[src/rtl/aes_input_loader_if.sv]
// Plaintext word handshake between the upstream word source and aes_input_loader.
interface aes_input_loader_if;
    logic        word_valid;
    logic [31:0] word_in;
    logic        word_ready;

    modport master (
        output word_valid,
        output word_in,
        input  word_ready
    );

    modport slave (
        input  word_valid,
        input  word_in,
        output word_ready
    );
endinterface

[src/rtl/aes_input_loader.sv]
// AES-128 front end: gathers four plaintext words, applies the initial AddRoundKey and
// issues paced blocks to round stage 0. Optional blk_count output: AES_LOADER_BLKCNT_EN.
module aes_input_loader #(
    parameter int unsigned ISSUE_GAP = 4
) (
    input  logic                clock,
    input  logic                resetn,
    input  logic                key_load,
    input  logic [127:0]        cipher_key,
    aes_input_loader_if.slave   wbus,
    output logic                enable,
    output logic [127:0]        i_text,
    output logic [127:0]        key,
    output logic                busy
`ifdef AES_LOADER_BLKCNT_EN
    ,
    output logic [15:0]         blk_count
`endif
);

    typedef enum logic {
        FILL,
        HOLD
    } state_e;

    localparam logic [7:0] GAP_LOAD = 8'(ISSUE_GAP - 1);

    state_e         state_q, state_d;
    logic [31:0]    wbuf_q [4];
    logic [1:0]     wcnt_q;
    logic [7:0]     gcnt_q;
    logic [127:0]   kreg_q;
    logic [127:0]   i_text_q;
    logic [127:0]   key_q;
    logic           enable_q;
    logic           ready;
    logic           accept;
    logic           last_word;
    logic           issue;
    logic [127:0]   block;

    always_ff @(posedge clock or negedge resetn) begin
        if (!resetn) begin
            state_q <= FILL;
        end else begin
            state_q <= state_d;
        end
    end

    always_comb begin
        state_d = state_q;
        unique case (state_q)
            FILL: if (last_word && (gcnt_q != '0)) state_d = HOLD;
            HOLD: if (gcnt_q == '0) state_d = FILL;
            default: state_d = FILL;
        endcase
    end

    // The 4th word bypasses the buffer so it can be issued on its own accept edge.
    always_comb begin
        ready     = resetn && (state_q == FILL);
        accept    = wbus.word_valid && ready;
        last_word = accept && (wcnt_q == 2'd3);
        issue     = (last_word || (state_q == HOLD)) && (gcnt_q == '0);
        block     = {(last_word ? wbus.word_in : wbuf_q[3]), wbuf_q[2], wbuf_q[1], wbuf_q[0]};
    end

    assign wbus.word_ready = ready;

    always_ff @(posedge clock or negedge resetn) begin
        if (!resetn) begin
            for (int unsigned i = 0; i < 4; i++) begin
                wbuf_q[i] <= '0;
            end
            wcnt_q   <= '0;
            gcnt_q   <= '0;
            kreg_q   <= '0;
            i_text_q <= '0;
            key_q    <= '0;
            enable_q <= 1'b0;
        end else begin
            if (key_load) begin
                kreg_q <= cipher_key;
            end
            if (accept) begin
                wbuf_q[wcnt_q] <= wbus.word_in;
                wcnt_q         <= wcnt_q + 2'd1;
            end
            enable_q <= issue;
            if (issue) begin
                i_text_q <= block ^ kreg_q;
                key_q    <= kreg_q;
                wcnt_q   <= '0;
                gcnt_q   <= GAP_LOAD;
            end else if (gcnt_q != '0) begin
                gcnt_q <= gcnt_q - 8'd1;
            end
        end
    end

`ifdef AES_LOADER_BLKCNT_EN
    logic [15:0] blk_cnt_q;

    always_ff @(posedge clock or negedge resetn) begin
        if (!resetn) begin
            blk_cnt_q <= '0;
        end else if (issue) begin
            blk_cnt_q <= blk_cnt_q + 16'd1;
        end
    end

    assign blk_count = blk_cnt_q;
`endif

    assign enable = enable_q;
    assign i_text = i_text_q;
    assign key    = key_q;
    assign busy   = (wcnt_q != '0) || (state_q == HOLD) || (gcnt_q != '0);

endmodule

[src/flat_wrapper.sv]
// flat-port wrapper written by rule: the top's interface ports become plain ports
module aes_input_loader_flat 
#(
    parameter int unsigned ISSUE_GAP = 4
)
  (clock, resetn, key_load, cipher_key, enable, i_text, key, busy, wbus_word_valid, wbus_word_in, wbus_word_ready);
  aes_input_loader_if wbus_i ();
  input  logic clock;
  input  logic resetn;
  input  logic key_load;
  input  logic [127:0] cipher_key;
  output logic enable;
  output logic [127:0] i_text;
  output logic [127:0] key;
  output logic busy;
  input wire logic [$bits(wbus_i.word_valid)-1:0] wbus_word_valid;
  input wire logic [$bits(wbus_i.word_in)-1:0] wbus_word_in;
  output wire logic [$bits(wbus_i.word_ready)-1:0] wbus_word_ready;
  assign wbus_i.word_valid = wbus_word_valid;
  assign wbus_i.word_in = wbus_word_in;
  assign wbus_word_ready = wbus_i.word_ready;
  aes_input_loader #(.ISSUE_GAP(ISSUE_GAP)) u_core (.clock(clock), .resetn(resetn), .key_load(key_load), .cipher_key(cipher_key), .wbus(wbus_i), .enable(enable), .i_text(i_text), .key(key), .busy(busy));
endmodule
[config.mk]
export PLATFORM = sky130hd
export DESIGN_NAME = aes_input_loader_flat
export DESIGN_NICKNAME = d
export VERILOG_FILES = /design/src/rtl/aes_input_loader_if.sv /design/src/rtl/aes_input_loader.sv /design/src/flat_wrapper.sv
export SDC_FILE = /design/constraint.sdc
export NUM_CORES = 1
export LEC_CHECK = 0
export ABC_CLOCK_PERIOD_IN_PS = 3670
export CORE_ASPECT_RATIO = 0.75
export CORE_MARGIN = 5
export CORE_UTILIZATION = 52
export CTS_CLUSTER_SIZE = 28
export DETAILED_ROUTE_END_ITERATION = 10
export PLACE_DENSITY = 0.8
export REMOVE_ABC_BUFFERS = 1
export SYNTH_ARGS = -nofsm -noshare
export SYNTH_HDL_FRONTEND = slang
export SYNTH_SLANG_ARGS = --single-unit
[constraint.sdc]
create_clock -name clock -period 3.67 [get_ports clock]
set_clock_uncertainty 0.1 [all_clocks]
set_input_delay 0.734 -clock clock [delete_from_list [all_inputs] [get_ports clock]]
set_output_delay 0.734 -clock clock [all_outputs]
set_load 0.01 [all_outputs]
# After elaboration in Yosys (flattened, before gate mapping)
# Index checks and enable logic that the tools add are counted.
[totals]
reg_bits = 524
elab_cells = 44
in_bits = 164
output_inout_bits = 259
[op_classes]
eq_ne = 1
n_mux = 11
reduce_logical = 14
addsub = 2
n_lt_le_gt_ge = 2
bitwise = 3
[ops]
columns = ["op", "count"]
rows = [
  ["$bwmux 128", 1],
  ["$xor 128x128->128", 1],
  ["$demux 32 s2", 1],
  ["$mux 32", 2],
  ["$mux 8", 2],
  ["$logic_not 8->1", 1],
  ["$reduce_bool 8->1", 1],
  ["$sub 8x1->8 const B", 1],
  ["$logic_and 1x1->1", 6],
  ["$reduce_bool 2->1", 3],
  ["$mux 2", 2],
  ["$ge 3x3->1 const B", 1],
  ["$logic_or 1x1->1", 3],
  ["$lt 3x1->1 const B", 1],
  ["$not 2->3", 1],
  ["$add 2x1->2 const B", 1],
  ["$eq 2x2->1 const B", 1],
  ["$mux 1", 2],
  ["$pmux 1 s2", 1],
  ["$not 1->1", 1],
]

# Longest topological paths before layout
[depth]
word_depth = 7
depth_mapped = 8
depth_no_buf = 6

# Worst setup path after synthesis
# OpenSTA, ideal clock, no wires.
[synth_path]
path_type = "flip-flop to output port"
start = "register u_core.gcnt_q[0]"
end = "output busy"
t_required_ns = 2.836
stages_incl_launch_ff = 6
arrival_time_ns = 1.435
slack_ns = 1.401
cell_sequence = "dfrtp_1 > inv_1 > ha_1 > or3b_2 > nor2_1 > nand2_1"
[synth_between]
elab_chain_len = 2
[synth_lines]
columns = ["item", "line", "rtl"]
rows = [
  ["from (decl)", "aes_input_loader.sv:31", "logic [7:0] gcnt_q;"],
  ["from (signal assigned)", "aes_input_loader.sv:96", "gcnt_q <= gcnt_q - 8'd1;"],
  ["$reduce_bool 8->1", "aes_input_loader.sv:118", "assign busy = (wcnt_q != '0) || (state_q == HOLD) || (gcnt_q != '0);"],
  ["$logic_or 1x1->1", "aes_input_loader.sv:118", ""],
  ["to (decl)", "flat_wrapper.sv:15", "output logic busy;"],
]
# No other way between the ends.

# Worst setup path in the final report
# Ends and elaborated chain as after synthesis.

==> metrics.yaml <==
cells_and_area:
  ff_latch_area_um2: 13100
  areaGrowthSynthToFinish_pct: 30.1
  fraction_of_final_layout_cells_sized_beyond_drive_strength_1_pct: 33.8
  fillerInstances: 2756
  area_of_the_multi_input_gates_um2: 7870
  finish.utilization_pct: 68.3
  fin_nets: 1947
  post_layout_nonfiller_instances: 2340
routing:
  routed-via-count: 12400
  drt-initial-drc-count: 596
  drtAntennaViolNets: 0
  wl_per_cell_um: 21.6
  vias_per_cell: 5.30
  drcViolationCount: 0
  detail_route.first_pass.iterations: 4
  postRouteWirelength_um: 50500
sta:
  rsz0062_at_grt: "false"
  achievable-frequency_ghz: 0.285
  setup-violations-final: 0
  final_max_slew_viol_count: 0
  report.final.hold_viol_count: 0
  fin_worst_hold_slack_ps: 396
  worst_pin_slew_ps: 1040
  post-route-min-period_ps: 3510
  slew_headroom_pct: 30.6
  final.period_utilization_pct: 95.6
hold_path:
  hold_path_class: "flop to flop"
  min_delay_worst_endpoint: "u_core.i_text[22]"
  number_of_stages_on_the_worst_hold_path: 1
  timing.hold.worst.start: "u_core.i_text[22]"
global_route:
  grt_first_pass_wirelength_um: 79000
  number_of_antenna_violations_at_the_first_check_in_global_routing: 6
  global_router_s_overall_resource_usage_pct: 22.0
  first_global_vias: 13600
  grt_overflow: 0
  grt_max_degree: 188
setup_path:
  worstReg2RegStart: "u_core.gcnt_q[0]"
  worstPathCellList: "inv_1, ha_1, or3b_2, nor2_1, nand2_1, clkdlybuf4s50_1"
  worst-path-max-fanout: 5
  critical-path-slowest-cell: "sky130_fd_sc_hd__clkdlybuf4s50_1"
  worst_path_largest_cell_delay_ps: 530
  cp.arrival_ps: 2670
  cp.required_ps: 2840
  setup.worst_path.class: "flop to primary output"
  endpoint_kind: "primary output"
  r2r_setup_slack_ps: 1060
  worst_r2r_endpoint: "u_core.i_text[2]"
  rr_worst_depth: 7
  critPathLaunchType: "flop"
floorplanning:
  die_width_um: 244
  chipHeight_um: 186
  placement_rows: 64
  start_util_pct: 52.5
  placeableCoreArea_um2: 40800
  top_level_ports: 423
  die-area_um2: 45400
pwr:
  switching_part_of_the_total_pct: 28.3
  switchingPower_uw: 5800
  comb_power_share_pct: 30.9
  leakagePower_uw: 0.0126
  seq_power_share_pct: 44.2
  pwr-share-clk_pct: 25.0
  intPower_uw: 14700
  totalPowerFinal_uw: 20500
  irDropWorstVdd_v: 0.000452
  pwr_density_cell_nw_per_um2: 737
clock_network:
  numCtsBuffers: 50
  clock_tree_from_tritoncts: "done"
  cts_max_level: 2
  clock_insertion_delay_worst_skew_ps: 550
  root_buffer: "sky130_fd_sc_hd__clkbuf_16"
  clkSlewWorstSetupHoldPaths_ps: 60
  tritoncts_num_sinks: 524
  post_cts.repair.setup_buffers: 0
  clockBufferDepth: 3
  post_cts_resize_count: 0
yosys:
  ys.warnings.count: 0
  asyncSetResetFlopFracSynth_pct: 100
  dominantRegCellSynth: "sky130_fd_sc_hd__dfrtp_1"
  mappedNetlistArea_um2: 21400
  synth_compound_gate_area_share_pct: 0.240
  postSynthAreaPerCell_um2: 16.0
  yosys.area_share.xor_xnor_pct: 6.67
  adder_cell_share_of_the_synthesized_area_pct: 0.292
  yosysSeqAreaShare_pct: 61.3
  yosysUniqueCellTypes: 35
  synth-seq-cells: 524
  synth.mux.area_fraction_pct: 28.7
  netlist_instances: 1340
  number_of_enable_flip_flop_cells_after_synthesis: 0
  yosys.area_share.simple_pct: 0.743
  synth_top_family_by_area: "multiplexers"
place:
  gpl.final_weighted_congestion: 0.802
  dpl.hpwl_um: 34400
  dp_cells: 2253
  portBuffers: 422
outcome:
  outcome: "completed"
flow_run:
  max-cap-violations: 0
-- routing by layer --
layer  global-route usage, %  vias to the layer above  part of all wire (%)
li1                        -                     5567                     -
met1                    28.9                     6459                    42
met2                    36.2                      296                    49
met3                    6.89                       85                   7.3
met4                    5.73                        6                   2.4
met5                       0                        -                 0.081
-- critical path, delay by kind of cell, from the launching register on --
family / cells / cell delay, ps
buf+inv: 2 / 610
fa+ha+maj: 1 / 220
flops: 1 / 400
simple gates: 3 / 890
-- flip-flops by register name, summed over array words and instances (netlist names) --
| signal | cells |
|---|---|
| u_core.i_text | 128 |
| u_core.key | 128 |
| u_core.kreg_q | 128 |
| u_core.block | 96 |
| u_core.wbuf_q | 32 |
| u_core.gcnt_q | 8 |
| u_core.wcnt_q | 2 |
| u_core.enable | 1 |
| u_core.state_q | 1 |
-- repair_timing --
action	CTS	global route
hold endpoints to repair	24	0
endpoints found under the setup margin	0	0
hold buffers	1	0
-- cells in the mapped netlist, types with 2 or more instances --
library cell / instances / area, µm²
sky130_fd_sc_hd__a21oi_1: 2 / 10.0
sky130_fd_sc_hd__buf_1: 3 / 11.3
sky130_fd_sc_hd__buf_2: 17 / 85.1
sky130_fd_sc_hd__buf_6: 23 / 259
sky130_fd_sc_hd__clkbuf_1: 14 / 52.6
sky130_fd_sc_hd__dfrtp_1: 524 / 13100
sky130_fd_sc_hd__ha_1: 5 / 62.6
sky130_fd_sc_hd__inv_1: 5 / 18.8
sky130_fd_sc_hd__mux2_1: 10 / 113
sky130_fd_sc_hd__mux2_2: 504 / 5680
sky130_fd_sc_hd__mux2i_1: 36 / 360
sky130_fd_sc_hd__nand2_1: 5 / 18.8
sky130_fd_sc_hd__nor2_1: 7 / 26.3
sky130_fd_sc_hd__nor2b_1: 2 / 12.5
sky130_fd_sc_hd__o21ai_0: 2 / 10.0
sky130_fd_sc_hd__xnor2_1: 67 / 587
sky130_fd_sc_hd__xor2_1: 96 / 841
-- how the worst max path moves through the flow --
stage	startpoint	end	slack, ps	depth (start not counted)
floorplan	u_core.gcnt_q[0]	u_core.i_text[0]	-1990	6
global placement	wbus_word_valid	u_core.key[30]	710	5
detailed placement	wbus_word_valid	u_core.key[33]	630	5
CTS	u_core.gcnt_q[0]	busy	150	6
global route	u_core.gcnt_q[0]	busy	60	6
finish	u_core.gcnt_q[0]	busy	160	6
-- metrics by stage --
stage | setup slack (ps) | area, µm² | TNS, ps
6_report | 163 | 27800 | 0
5_1_grt | 56.5 | 27800 | 0
4_1_cts | 149 | 27800 | 0
3_5_place_dp | 631 | 26200 | 0
3_3_place_gp | 713 | 26200 | 0
2_1_floorplan | -1990 | 21000 | -283940
-- power groups by stage --
stage | sequential [µW] | combinational (µW) | clock, µW
5_1_grt | 9300 | 6820 | 5510
3_3_place_gp | 9050 | 6150 | 0
3_5_place_dp | 9150 | 6370 | 0
4_1_cts | 9070 | 6430 | 5240
6_report | 9060 | 6330 | 5120
2_1_floorplan | 9330 | 2740 | 0
-- layout make-up --
class,count,area share (%)
Antenna cell,3,0.0270
Clock buffer,72,5.49
Clock inverter,11,0.400
Inverter,6,0.0989
Multi-Input combinational cell,752,28.3
Sequential cell,524,47.1
Tap cell,528,2.37
Timing Repair Buffer,444,16.2
-- layout by cell type (no fill, tap or decap), types with 2 or more instances in the layout --
cell	count
sky130_fd_sc_hd__clkbuf_16	53
sky130_fd_sc_hd__buf_12	10
sky130_fd_sc_hd__clkbuf_1	6
sky130_fd_sc_hd__xnor2_1	67
sky130_fd_sc_hd__diode_2	3
sky130_fd_sc_hd__mux2_2	504
sky130_fd_sc_hd__buf_4	11
sky130_fd_sc_hd__nand2_2	2
sky130_fd_sc_hd__dfrtp_1	524
sky130_fd_sc_hd__ha_1	5
sky130_fd_sc_hd__bufinv_16	2
sky130_fd_sc_hd__clkinv_2	7
sky130_fd_sc_hd__o21ai_0	2
sky130_fd_sc_hd__nor2_1	7
sky130_fd_sc_hd__inv_1	5
sky130_fd_sc_hd__nand2_1	3
sky130_fd_sc_hd__mux2_1	10
sky130_fd_sc_hd__xor2_1	96
sky130_fd_sc_hd__mux2i_1	36
sky130_fd_sc_hd__clkdlybuf4s50_1	420
sky130_fd_sc_hd__a21oi_1	2
sky130_fd_sc_hd__clkbuf_8	13
sky130_fd_sc_hd__nor2b_1	2
-- cells by family (layout without fill, tap and decap cells) --
group	after synthesis	in the layout
other	0	3
AND/OR/NAND/NOR	26	26
XOR/XNOR	163	163
buffers and inverters	64	533
adder cells (fa/ha/maj)	5	5
multiplexers	550	550
AO/OA/AOI/OAI	8	8
flip-flops	524	524
Power figures use the tool's default switching activity.
